**src/rtl/mult_rr_scheduler.sv**
```systemverilog
// ---------------------------------------------------------------------------
// mult_rr_scheduler
//
// Purpose:
//   Shares one shift-add multiplier between R requesters. Requests are
//   granted round-robin, one operation is in flight at a time, and each
//   product is returned on a valid/ready channel tagged with the id of the
//   requester that asked for it.
//
// Ports:
//   clock        in   1      rising-edge clock
//   n_reset      in   1      asynchronous, active-low reset
//   req_valid    in   R      per-requester request valid
//   req_ready    out  R      per-requester accept (one-hot or zero, IDLE only)
//   req_m        in   R*N    multiplicands, slice i = [i*N +: N]
//   req_q        in   R*N    multipliers,   slice i = [i*N +: N]
//   rsp_valid    out  1      product valid
//   rsp_ready    in   1      downstream accepts product
//   rsp_id       out  IW     requester that owns rsp_product
//   rsp_product  out  2*N    unsigned product
//   mul_start    out  1      one-cycle start pulse to the multiplier
//   mul_m        out  N      multiplier M operand
//   mul_q        out  N      multiplier Qin operand
//   mul_aq       in   2*N    multiplier AQ result
//
// Configuration:
//   MULT_RR_ZERO_BYPASS_EN  when defined, a request whose M or Q is zero
//                           skips the multiplier and answers 0 one cycle
//                           after acceptance.
// ---------------------------------------------------------------------------
module mult_rr_scheduler #(
  parameter  int N       = 4,
  parameter  int R       = 4,
  parameter  int LATENCY = 2*N+1,
  localparam int IW      = $clog2(R)
) (
  input  logic              clock,
  input  logic              n_reset,
  input  logic [R-1:0]      req_valid,
  output logic [R-1:0]      req_ready,
  input  logic [R*N-1:0]    req_m,
  input  logic [R*N-1:0]    req_q,
  output logic              rsp_valid,
  input  logic              rsp_ready,
  output logic [IW-1:0]     rsp_id,
  output logic [2*N-1:0]    rsp_product,
  output logic              mul_start,
  output logic [N-1:0]      mul_m,
  output logic [N-1:0]      mul_q,
  input  logic [2*N-1:0]    mul_aq
);

  localparam int CW = $clog2(LATENCY+1);

  typedef enum logic [1:0] {
    ST_IDLE,
    ST_START,
    ST_RUN,
    ST_DONE
  } state_t;

  state_t          r_state;
  state_t          w_nextState;

  logic [IW-1:0]   r_ptr;
  logic [IW-1:0]   r_id;
  logic [IW-1:0]   r_rspId;
  logic [N-1:0]    r_m;
  logic [N-1:0]    r_q;
  logic [2*N-1:0]  r_product;
  logic [CW-1:0]   r_count;

  logic [IW-1:0]   w_grant;
  logic            w_grantValid;
  logic            w_accept;
  logic            w_capture;
  logic [N-1:0]    w_grantM;
  logic [N-1:0]    w_grantQ;
  int              w_sum;
  logic [IW-1:0]   w_cand;

  // Round-robin search: walk downward from the farthest candidate so the
  // last hit written is the one closest to the pointer. The wrap is done by
  // subtraction so R need not be a power of two.
  always_comb begin
    w_grant      = '0;
    w_grantValid = 1'b0;
    w_sum        = 0;
    w_cand       = '0;
    for (int k = R-1; k >= 0; k--) begin
      w_sum = int'(r_ptr) + k;
      if (w_sum >= R) begin
        w_sum = w_sum - R;
      end
      w_cand = IW'(w_sum);
      if (req_valid[w_cand]) begin
        w_grant      = w_cand;
        w_grantValid = 1'b1;
      end
    end
  end

  assign w_grantM  = req_m[w_grant*N +: N];
  assign w_grantQ  = req_q[w_grant*N +: N];
  assign w_accept  = (r_state == ST_IDLE) && w_grantValid;
  // The counter holds 1 in the last RUN cycle, which is the cycle the
  // multiplier result is valid.
  assign w_capture = (r_state == ST_RUN) && (r_count == CW'(1));

  // State register.
  always_ff @(posedge clock or negedge n_reset) begin
    if (!n_reset) begin
      r_state <= ST_IDLE;
    end else begin
      r_state <= w_nextState;
    end
  end

  // Next-state and handshake outputs. req_ready is also qualified by
  // n_reset so that nothing is offered while reset is held, even though
  // the state register already sits in IDLE.
  always_comb begin
    w_nextState = r_state;
    req_ready   = '0;
    mul_start   = 1'b0;
    rsp_valid   = 1'b0;
    mul_m       = '0;
    mul_q       = '0;
    case (r_state)
      ST_IDLE: begin
        if (w_grantValid && n_reset) begin
          req_ready = R'(1) << w_grant;
        end
        if (w_accept) begin
`ifdef MULT_RR_ZERO_BYPASS_EN
          if ((w_grantM == '0) || (w_grantQ == '0)) begin
            w_nextState = ST_DONE;
          end else begin
            w_nextState = ST_START;
          end
`else
          w_nextState = ST_START;
`endif
        end
      end
      ST_START: begin
        mul_start   = 1'b1;
        mul_m       = r_m;
        mul_q       = r_q;
        w_nextState = ST_RUN;
      end
      ST_RUN: begin
        mul_m = r_m;
        mul_q = r_q;
        if (w_capture) begin
          w_nextState = ST_DONE;
        end
      end
      ST_DONE: begin
        rsp_valid = 1'b1;
        if (rsp_ready) begin
          w_nextState = ST_IDLE;
        end
      end
      default: begin
        w_nextState = ST_IDLE;
      end
    endcase
  end

  // Datapath: operand latch, latency counter, result capture and the
  // round-robin pointer, which only advances once a response is taken.
  always_ff @(posedge clock or negedge n_reset) begin
    if (!n_reset) begin
      r_ptr     <= '0;
      r_id      <= '0;
      r_rspId   <= '0;
      r_m       <= '0;
      r_q       <= '0;
      r_product <= '0;
      r_count   <= '0;
    end else begin
      if (w_accept) begin
        r_id <= w_grant;
        r_m  <= w_grantM;
        r_q  <= w_grantQ;
`ifdef MULT_RR_ZERO_BYPASS_EN
        if ((w_grantM == '0) || (w_grantQ == '0)) begin
          r_product <= '0;
          r_rspId   <= w_grant;
        end
`endif
      end
      if (r_state == ST_START) begin
        r_count <= CW'(LATENCY);
      end else if (r_state == ST_RUN) begin
        r_count <= r_count - CW'(1);
      end
      if (w_capture) begin
        r_product <= mul_aq;
        r_rspId   <= r_id;
      end
      if ((r_state == ST_DONE) && rsp_ready) begin
        if (r_id == IW'(R-1)) begin
          r_ptr <= '0;
        end else begin
          r_ptr <= r_id + 1'b1;
        end
      end
    end
  end

  assign rsp_id      = r_rspId;
  assign rsp_product = r_product;

endmodule
```
**config.mk**
```make
export PLATFORM = sky130hd
export DESIGN_NAME = mult_rr_scheduler
export DESIGN_NICKNAME = d
export VERILOG_FILES = /design/src/rtl/mult_rr_scheduler.sv
export SDC_FILE = /design/constraint.sdc
export NUM_CORES = 1
export LEC_CHECK = 0
export BUFFER_PORTS_ARGS = -buffer_cell sky130_fd_sc_hd__buf_4
export CAP_MARGIN = 40
export CORE_UTILIZATION = 50
export DETAILED_ROUTE_END_ITERATION = 12
export PLACE_DENSITY_LB_ADDON = 0.1
export SETUP_SLACK_MARGIN = 0.5
export SLEW_MARGIN = 40
export SYNTH_ARGS = -nofsm -noshare
export SYNTH_HDL_FRONTEND = slang
export SYNTH_SLANG_ARGS = --single-unit
```
**constraint.sdc**
```tcl
create_clock -name clock -period 3.7 [get_ports clock]
set_input_delay 0.925 -clock clock [delete_from_list [all_inputs] [get_ports clock]]
set_output_delay 0.925 -clock clock [all_outputs]
set_load 0.02 [all_outputs]
```
* After elaboration in Yosys (flattened, before gate mapping)
Index checks and enable logic that the tools add are counted.
Widths: inputs -> output; s select.
** Storage, ports and cells
- Bits in registers :: 28
- Input port bits :: 47
- Output and inout bits :: 24
- Word-level logic and storage cells :: 77
** Cells by class
- Add/subtract/negate cells :: 9
- $lt $le $gt $ge :: 8
- Eq/ne operators :: 8
- Shifts and indexed selects :: 3
- Muxes and demuxes :: 33
- Reductions and logical operators :: 8
** Operators by type and width (count)
- $shiftx 16x5->4 :: 2
- $mux 2 :: 12
- $mux 4 :: 6
- $lt 2x3->1 const B :: 4
- $mux 1 :: 10
- $ge 3x3->1 const B :: 3
- $bmux 1 s2 :: 4
- $pmux 2 s4 :: 1
- $sub 2x1->2 const B :: 4
- $add 2x2->3 const B :: 2
- $eq 2x2->1 const B :: 3
- $ne 2x2->1 const B :: 3
- $eq 4x1->1 const B :: 1
- $logic_and 1x1->1 :: 4
- $shl 1x2->4 const A :: 1
- $sub 4x1->4 const B :: 1
- $add 2x1->3 const B :: 1
- $ge 2x3->1 const B :: 1
- $reduce_and 3->1 :: 1
- $add 2x1->2 const B :: 1
- $eq 2x1->1 const B :: 1
- $logic_not 2->1 :: 1
- $reduce_bool 2->1 :: 1
- $reduce_or 2->1 :: 1

* Logic depth before layout (Yosys ltp)
Gate-level depths: netlist (run 1).
- Word-level depth :: 12
- Gate-level depth with buffers :: 7

* Least setup slack after synthesis (run 1)
Ideal clock, no wire load.
- Kind :: input -> output
- Start point :: input req_valid[2]
- End point :: output req_ready[1]
- Arrival time :: 2.520 ns
- Data required time :: 2.775 ns
- Setup slack :: 0.255 ns
- Stages :: 6
- Buffers on the path :: 2
- Path through :: nor2b_1 > or4b_4 > buf_6 > and2_4 > buf_6 > nor3_1
** On the way
- Word-level cells in the longest chain between the ends :: 9
- Elaborated cells between the ends (all ways) :: 20
** Ends and longest elaborated chain
- from (decl) :: RTL line 39 : input logic [R-1:0] req_valid,
- $bmux 1 s2 :: RTL line 96 : if (req_valid[w_cand]) begin
- $mux 1 (implied by the code) :: RTL line 96
- $mux 2 / $mux 1 (equally long branches) (4 in a row) :: RTL line 96
- $shl 1x2->4 / $logic_and 1x1->1 (equally long branches) :: RTL line 132, 131
- $mux 4 (*) :: RTL line 131 : if (w_grantValid && n_reset) begin
- $mux 4 (*) :: RTL line 129 : case (r_state)
- to (decl) :: RTL line 40 : output logic [R-1:0] req_ready,
Mark *: on every way between the ends. The rest lies on a longest branch, timed or not. The select of a mux whose other input is x is not followed.

* Final worst setup path (run 1)
Ends and elaborated chain as after synthesis.

==> results of run 1 <==
## power groups by stage
stage	combinational, mW	sequential [mW]	clock (mW)
6_report	1.14	0.557	0.200
5_1_grt	1.26	0.577	0.217
4_1_cts	1.12	0.553	0.203
3_5_place_dp	1.10	0.560	0
3_3_place_gp	1.06	0.550	0
2_1_floorplan	0.688	0.601	0
## flip-flops by register name, indices dropped and copies added (netlist names)
register,cells
rsp_product,8
r_count,4
r_m,4
r_q,4
r_id,2
r_ptr,2
r_state,2
rsp_id,2
## kinds of logic after synthesis
logic type / after synthesis / synth area share, %
AND/OR/NAND/NOR: 56 / 17.7
AO/OA/AOI/OAI: 40 / 17.5
flip-flops: 28 / 42.2
multiplexers: 20 / 13.0
buffers and inverters: 15 / 4.37
adder cells (fa/ha/maj): 7 / 5.27
## Yosys cell counts
cell	n
dfrtp_1	28
o311ai_1	7
o41ai_1	1
nand3_1	1
o31a_1	1
or4b_4	1
clkbuf_1	6
o311ai_0	1
a21boi_0	9
a21o_1	1
o21bai_1	1
o311a_1	1
nor2b_1	5
a221oi_1	1
and3_1	9
ha_1	7
o21ai_1	1
nor2_1	6
mux2_2	12
and2_4	1
o21ai_0	10
mux2i_1	8
nand2_1	18
and2_1	8
buf_6	2
nor3_1	5
o32a_1	1
o21a_1	1
o22ai_1	1
inv_1	6
or4_1	1
buf_2	1
o22a_1	1
nor4_1	1
o31ai_1	2
## through the flow
stage | utilization [%] | instances | hold slack (ps)
after floorplan | - | 166 | 448
after global placement | 72.1 | 273 | 462
after detailed placement | 72.1 | 273 | 473
after CTS | 74.3 | 279 | 493
after global routing | 76.1 | 284 | 491
final | 76.1 | 284 | 479
## how the worst min path moves through the flow
stage            start    endpoint  slack, ps
2_1_floorplan   r_m[0]      r_m[0]        450
3_3_place_gp    r_q[2]      r_q[2]        460
3_5_place_dp    r_q[1]      r_q[1]        470
4_1_cts        n_reset  r_state[1]        490
5_1_grt        n_reset  r_count[1]        490
6_report       n_reset  r_state[1]        480
## layer usage
metal	global-route usage (%)	vias up
met4	5.65	0
met2	42.4	64
li1	-	751
met5	0	-
met1	29.8	716
met3	3.06	6
## layout make-up
cell class | count | area [µm²] | area share (%)
tap | 44 | 55.1 | 2.33
sequential | 28 | 701 | 29.7
inverter | 6 | 22.5 | 0.953
clock buffer | 3 | 22.5 | 0.953
multi-input combinational | 123 | 931 | 39.4
timing repair buffer | 79 | 601 | 25.4
clock inverter | 1 | 30.0 | 1.27
## what timing repair did
item	in CTS	in global routing
pin swaps	2	3
gates resized for setup	1	6
setup buffers	2	5
endpoints found under the hold margin	0	0
endpoints found under the setup margin	3	4
hold buffers	0	0
==> run metrics, run 1 <==
run status=completed; DR pass1 iterations=4; Sw Ratio=42.1%; Yosys reg bits=28; core area=3100 µm²; CP max stage cell=or4b_4; largest net degree at the start of global routing=30; final setup fails=0; commonest non-fill, non-tap cell in the layout=buf_4; share of cells above drive strength 1=42.9%; Worst Setup Path Type=primary input to output port; vias in the first global route=1464; Syn Std Cell Area=1660 µm²; WL met3=201 µm; Int Pwr=1.10 mW; Post-Route Skew=9.81 ps; Post-Syn Instances=166; Psw=0.799 mW; Antenna diodes=0; dpl ws=383 ps; cell depth of the worst flop-to-flop path=9; total wire length=3940 µm; WP depth=6; # IOs=71; worst r2r dst=r_q[2]; gpl congestion=0.776; Setup TNS=0 ps; Synth Net Count=220; DRC=0; final instance area=2360 µm²; fmax=0.317 GHz; Buf/Inv on CP=2; Avg WL per Cell=13.9 µm; initial antenna violation count=0; FP Rows=20; cells taking the most area after synthesis=dfrtp_1 42%, mux2_2 8.1%, ha_1 5.3%; worst vdd ir=374 µV; TritonCTS clock tree=yes; GRT Overall Usage=23.6%; Syn Area/Cell=10.0 µm²; die width=59.6 µm; Final Hold Viols=0; M1 wire length=1680 µm; final worst slack=547 ps; Slew Viols, Final=0; area leader, netlist=dfrtp_1; startpoint types=primary input; yosys warns=0; cell area after placement=2240 µm²; met2 WL=2000 µm; synth unique cells=35; Starting Density=53.5%; vias per cell=5.41; delay-heaviest family, CP=simple AND/OR/NAND/NOR gates; routed vias=1537; most frequent cells in the layout=77 x buf_4, 28 x dfrtp_1, 18 x nand2_1, 12 x mux2_2, 10 x o21ai_0; Clock Latency Late Sink=330 ps; TritonCTS Sinks=28; CP cell instances=buf_4 -> nor2b_4 -> or4b_4 -> and2_4 -> nor3_4 -> buf_6; IO Port Bufs=70; Worst setup endpoint=req_ready[1]; Pleak=1.20 nW; Die Y=59.6 µm; CP max FO=4; reg2reg setup slack=1490 ps; clk root buf=clkbuf_4; CTS Buf Count=3; CTS max path bufs=2; first-pass GRT wire length=6310 µm; final worst path period need=3150 ps; Seq/Total Area, Yosys=42.2%; HP Class=primary input to async pin; Final Cycle Share=85.2%; Clock Power Share=10.5%; crit path DAT=2230 ps; Synth top area share=42.2%; Max-Cap Viols=0; Pwr Density=804 nW/µm²; Least-Margin Pin Slew=537 ps; Worst Setup SP=req_valid[2]; Power, Total=1.90 mW; ANT nets after route=0; Gate power share=60.1%; H-Tree Depth=1; clk slew on worst S/H paths=160 ps; r2r startpoint=r_ptr[0]; CP Capture Type=output port; unrepaired setup endpoints after global routing=no; Max-Slew Margin vs Limit=63.9%; Die Area=3560 µm²; Max Used Layer=met4; required time worst endpoint=2770 ps; P&R area growth vs syn=42.2%; nets=295; DPL Wire Length=3000 µm; GRT Residual Overflow=0; Fillers=242; sequential power share=29.3%; slowest stage delay, CP=540 ps; DRT iter0 DRCs=114
No activity file was read; power rests on OpenSTA's default activity.
==> run 2: changes to the inputs <==
ABC_AREA = 1   (was default)
==> run metrics, run 2 <==
Seq/Total Area, Yosys=35.7%; initial antenna violation count=0; post-route insts no fill=386; synth unique cells=29; first-pass GRT wire length=7420 µm; Pleak=1.50 nW; clk slew on worst S/H paths=90 ps; H-Tree Depth=1; Fillers=340; final setup fails=0; fin util=69.9%; cells taking the most area after synthesis=dfrtp_1 36%, nand2_1 18%, nand3_1 7.6%; Antenna diodes=0; Syn Area/Cell=7.30 µm²; IO Port Bufs=70; Power, Total=2.41 mW; largest net degree at the start of global routing=31; nets=393; DRT iter0 DRCs=39; DPL Wire Length=3230 µm; Setup TNS=0 ps; DR pass1 iterations=4; Synth top area share=35.7%; Max-Cap Viols=0; core area=3720 µm²; fmax=0.323 GHz; unrepaired setup endpoints after global routing=no; Sequential Area=702 µm²; Avg WL per Cell=11.1 µm; required time worst endpoint=2770 ps; Syn Std Cell Area=1960 µm²; most frequent cells after synthesis=94 x nand2_1, 33 x inv_1, 30 x nand3_1; worst vdd ir=581 µV; HP Class=register to register; EDFF count, synth=0; die width=64.7 µm; Clock Latency Late Sink=270 ps; final worst path period need=3090 ps; commonest non-fill, non-tap cell in the layout=nand2_1; Pwr Density=928 nW/µm²; yosys warns=0; GRT Residual Overflow=0; # IOs=71; TritonCTS clock tree=yes; CTS max path bufs=2; Least-Margin Pin Slew=508 ps; routed vias=1900; total wire length=4270 µm; gpl congestion=0.779; GRT Overall Usage=22.3%; Die Y=64.7 µm; CTS Buf Count=3; Post-synth ARST share=100%; WHS=486 ps; crit path DAT=2170 ps; CP Capture Type=output port; reg2reg setup slack=1740 ps; Post-Syn Instances=269; CP max FO=5; CTS Hold Bufs=0; clk root buf=clkbuf_8; DRC=0; Starting Density=52.9%; startpoint types=primary input; Primary FF master, synth=dfrtp_1; area leader, netlist=dfrtp_1; Synth Net Count=323; most frequent cells in the layout=94 x nand2_1, 74 x buf_4, 33 x inv_1, 30 x nand3_1, 27 x dfrtp_1; vias per cell=4.92; Final Cycle Share=83.6%; multi-input logic area=1080 µm²; P&R area growth vs syn=32.2%; Die Area=4180 µm²; run status=completed; Yosys reg bits=28; Max-Slew Margin vs Limit=66.0%; placed cell count=378; Post-Route Skew=5.55 ps; Final Hold Viols=0; share of cells above drive strength 1=35.2%; FP Rows=22; Slew Viols, Final=0; count leader, synth=nand2_1; Largest register FFs=8; vias in the first global route=1766; TritonCTS Sinks=28; ANT nets after route=0; Worst Setup Path Type=primary input to output port
-- run 2: power by group --
part	switching [mW]	internal, mW
Sequential	0.112	0.463
Combinational	1.01	0.642
Clock	0.0895	0.0951
Total	1.21	1.20
-- run 2: cell type report --
class                      instances  share of cell area, %
timing repair buffer              74                   21.4
inverter                          37                   5.54
clock buffer                       4                   2.12
multi-input combinational        195                   41.6
sequential                        28                   27.0
tap                               48                   2.31
-- run 2: cells by family after synthesis --
logic type | synth area share [%]
buffers and inverters | 11.5
flip-flops | 35.7
AO/OA/AOI/OAI | 4.46
multiplexers | 5.16
adder cells (fa/ha/maj) | 4.46
AND/OR/NAND/NOR | 38.8
-- run 2: final timing paths --
| kind | from | to | cells after the start |
|---|---|---|---|
| max in group asynchronous | n_reset | r_ptr[0] | 1 |
| min reg2reg | r_q[3] | r_q[3] | 2 |
| min | r_q[3] | r_q[3] | 2 |
| max reg2reg | r_ptr[0] | r_m[3] | 15 |
| min in group asynchronous | n_reset | r_id[0] | 1 |
| max | req_valid[1] | req_ready[2] | 9 |
-- run 2: metal layers --
metal / vias up / track usage, % / share of wire (%)
met2: 35 / 43.9 / 54
met3: 0 / 3.70 / 3.3
met5: - / 0 / 0
li1: 974 / - / -
met1: 891 / 25.8 / 42
met4: 0 / 1.67 / 0
-- run 2: critical path, cell delays in order --
cell	delay (ps)
buf_4	120
nand2_1	70
and2_4	170
nand3_4	80
nor3_1	340
nor2_4	100
nand2_1	130
nor3_1	60
buf_4	160
-- run 2: timing repair --
action,CTS,global route
pin swaps,0,2
setup buffers,0,3
cloned,0,1
resized for setup,4,2
setup endpoints to repair,4,4
-- run 2: stage by stage --
step           instance area [µm²]  setup slack (ps)
6_report                      2600               607
5_1_grt                       2600               507
4_1_cts                       2560               545
3_5_place_dp                  2480               133
3_3_place_gp                  2480               208
2_1_floorplan                 1960               656
==> run 3: changes to the inputs <==
clock period = 2.85 ns   (was 3.7 ns; I/O delays follow)
==> run metrics, run 3 (synthesized netlist as in run 2, its figures left out) <==
Pleak=1.62 nW; CTS Hold Bufs=0; initial antenna violation count=0; WL met3=165 µm; GRT Residual Overflow=0; Final Cycle Share=91.5%; total wire length=4590 µm; Max Used Layer=met4; M1 wire length=1970 µm; first-pass GRT wire length=7690 µm; DRC=0; Setup TNS=0 ps; share of cells above drive strength 1=41.8%; CP Capture Type=output port; Post-Route Skew=11.0 ps; required time worst endpoint=2140 ps; Clock Latency Late Sink=280 ps; Die Y=64.7 µm; run status=completed; IO Port Bufs=70; routed vias=1914; Sequential Area=702 µm²; reg2reg setup slack=910 ps; worst vdd ir=659 µV; CP max FO=6; CTS max path bufs=2; # IOs=71; H-Tree Depth=1; final worst path period need=2610 ps; nets=404; HP Class=primary input to async pin; Starting Density=52.9%; commonest non-fill, non-tap cell in the layout=nand2_1; core area=3720 µm²; cell depth of the worst flop-to-flop path=12; most frequent cells in the layout=86 x nand2_1, 79 x buf_4, 32 x inv_1, 30 x nand3_1, 27 x dfrtp_1; Avg WL per Cell=11.6 µm; r2r startpoint=r_ptr[0]; Largest register FFs=8; fmax=0.383 GHz; dpl ws=230 ps; multi-input logic area=1190 µm²; unrepaired setup endpoints after global routing=yes; DPL Wire Length=3340 µm; Die Area=4180 µm²; Antenna diodes=0; GRT Overall Usage=23.5%; clk root buf=clkbuf_8; Pwr Density=1240 nW/µm²; P&R area growth vs syn=43.8%; ANT nets after route=0; Max-Cap Viols=0; largest net degree at the start of global routing=29; Least-Margin Pin Slew=502 ps; final setup fails=0; final worst slack=242 ps; DR pass1 iterations=6; Worst Setup Path Type=register to output port; DRT iter0 DRCs=101; worst r2r dst=r_q[3]; Final Hold Viols=0; vias in the first global route=1857; CTS Buf Count=3; startpoint types=register; vias per cell=4.82; clk slew on worst S/H paths=100 ps; met2 WL=2440 µm; die width=64.7 µm; Max-Slew Margin vs Limit=66.4%; gpl congestion=0.814; crit path DAT=1900 ps; TritonCTS Sinks=28; Slew Viols, Final=0; TritonCTS clock tree=yes; Fillers=303; FP Rows=22
-- run 3: changes by cell type in the layout (fill, tap and decap cells not counted), moves of 2 or more --
cell and change:
nor3_4 +2, nor2_1 -2, nand2_2 -2, buf_4 +5, nor3_1 -2, nand2_4 +10
buf_6 +7, nand2_1 -8
-- run 3: final cells by class --
type | instances | share of cell area (%)
Clock buffer | 4 | 1.95
Tap cell | 48 | 2.13
Sequential cell | 28 | 24.9
Multi-Input combinational cell | 194 | 42.1
Timing Repair Buffer | 86 | 23.8
Inverter | 37 | 5.18
-- run 3: worst max-delay path, stage by stage (launching register included) --
cell and delay, ps:
dfrtp_2 460, clkinv_4 140, nand2_4 100, nand2_2 60
a22o_1 240, a21oi_4 200, inv_4 80, nor3_4 190
buf_6 140
-- run 3: timing repair --
item,4_1_cts,5_1_grt
resized for setup,16,8
buffers inserted,9,1
endpoints found under the setup margin,12,12
pin swaps,7,6
cloned,0,0
-- run 3: power by group --
| part | switching, mW | total [mW] | internal [mW] |
|---|---|---|---|
| logic | 1.46 | 2.51 | 1.05 |
| registers | 0.142 | 0.742 | 0.601 |
| clock network | 0.121 | 0.245 | 0.124 |
-- run 3: routing by layer --
metal  vias up  track usage [%]
li1        998                -
met1       879             27.9
met2        35             43.9
met3         2             4.23
met4         0             4.17
met5         -                0
-- run 3: per-stage QoR --
step	total power, mW	hold WS, ps	cells	util (%)	area, µm²
2_1_floorplan	2.45	417	269	-	2060
3_3_place_gp	2.91	464	383	70.0	2600
3_5_place_dp	2.96	468	383	70.0	2600
4_1_cts	3.44	452	396	74.9	2780
5_1_grt	3.81	481	397	76.0	2820
6_report	3.49	465	397	76.0	2820
-- run 3: worst max-delay path by stage --
| stage | endpoint | startpoint | depth (start not counted) | slack (ps) |
|---|---|---|---|---|
| after global placement | req_ready[0] | req_valid[3] | 8 | 290 |
| after detailed placement | req_ready[0] | req_valid[3] | 8 | 230 |
| after floorplan | req_ready[0] | req_valid[0] | 7 | 490 |
| after CTS | req_ready[0] | r_ptr[0] | 9 | 250 |
| after global routing | req_ready[0] | r_ptr[1] | 9 | 170 |
| final | req_ready[0] | r_ptr[0] | 8 | 240 |
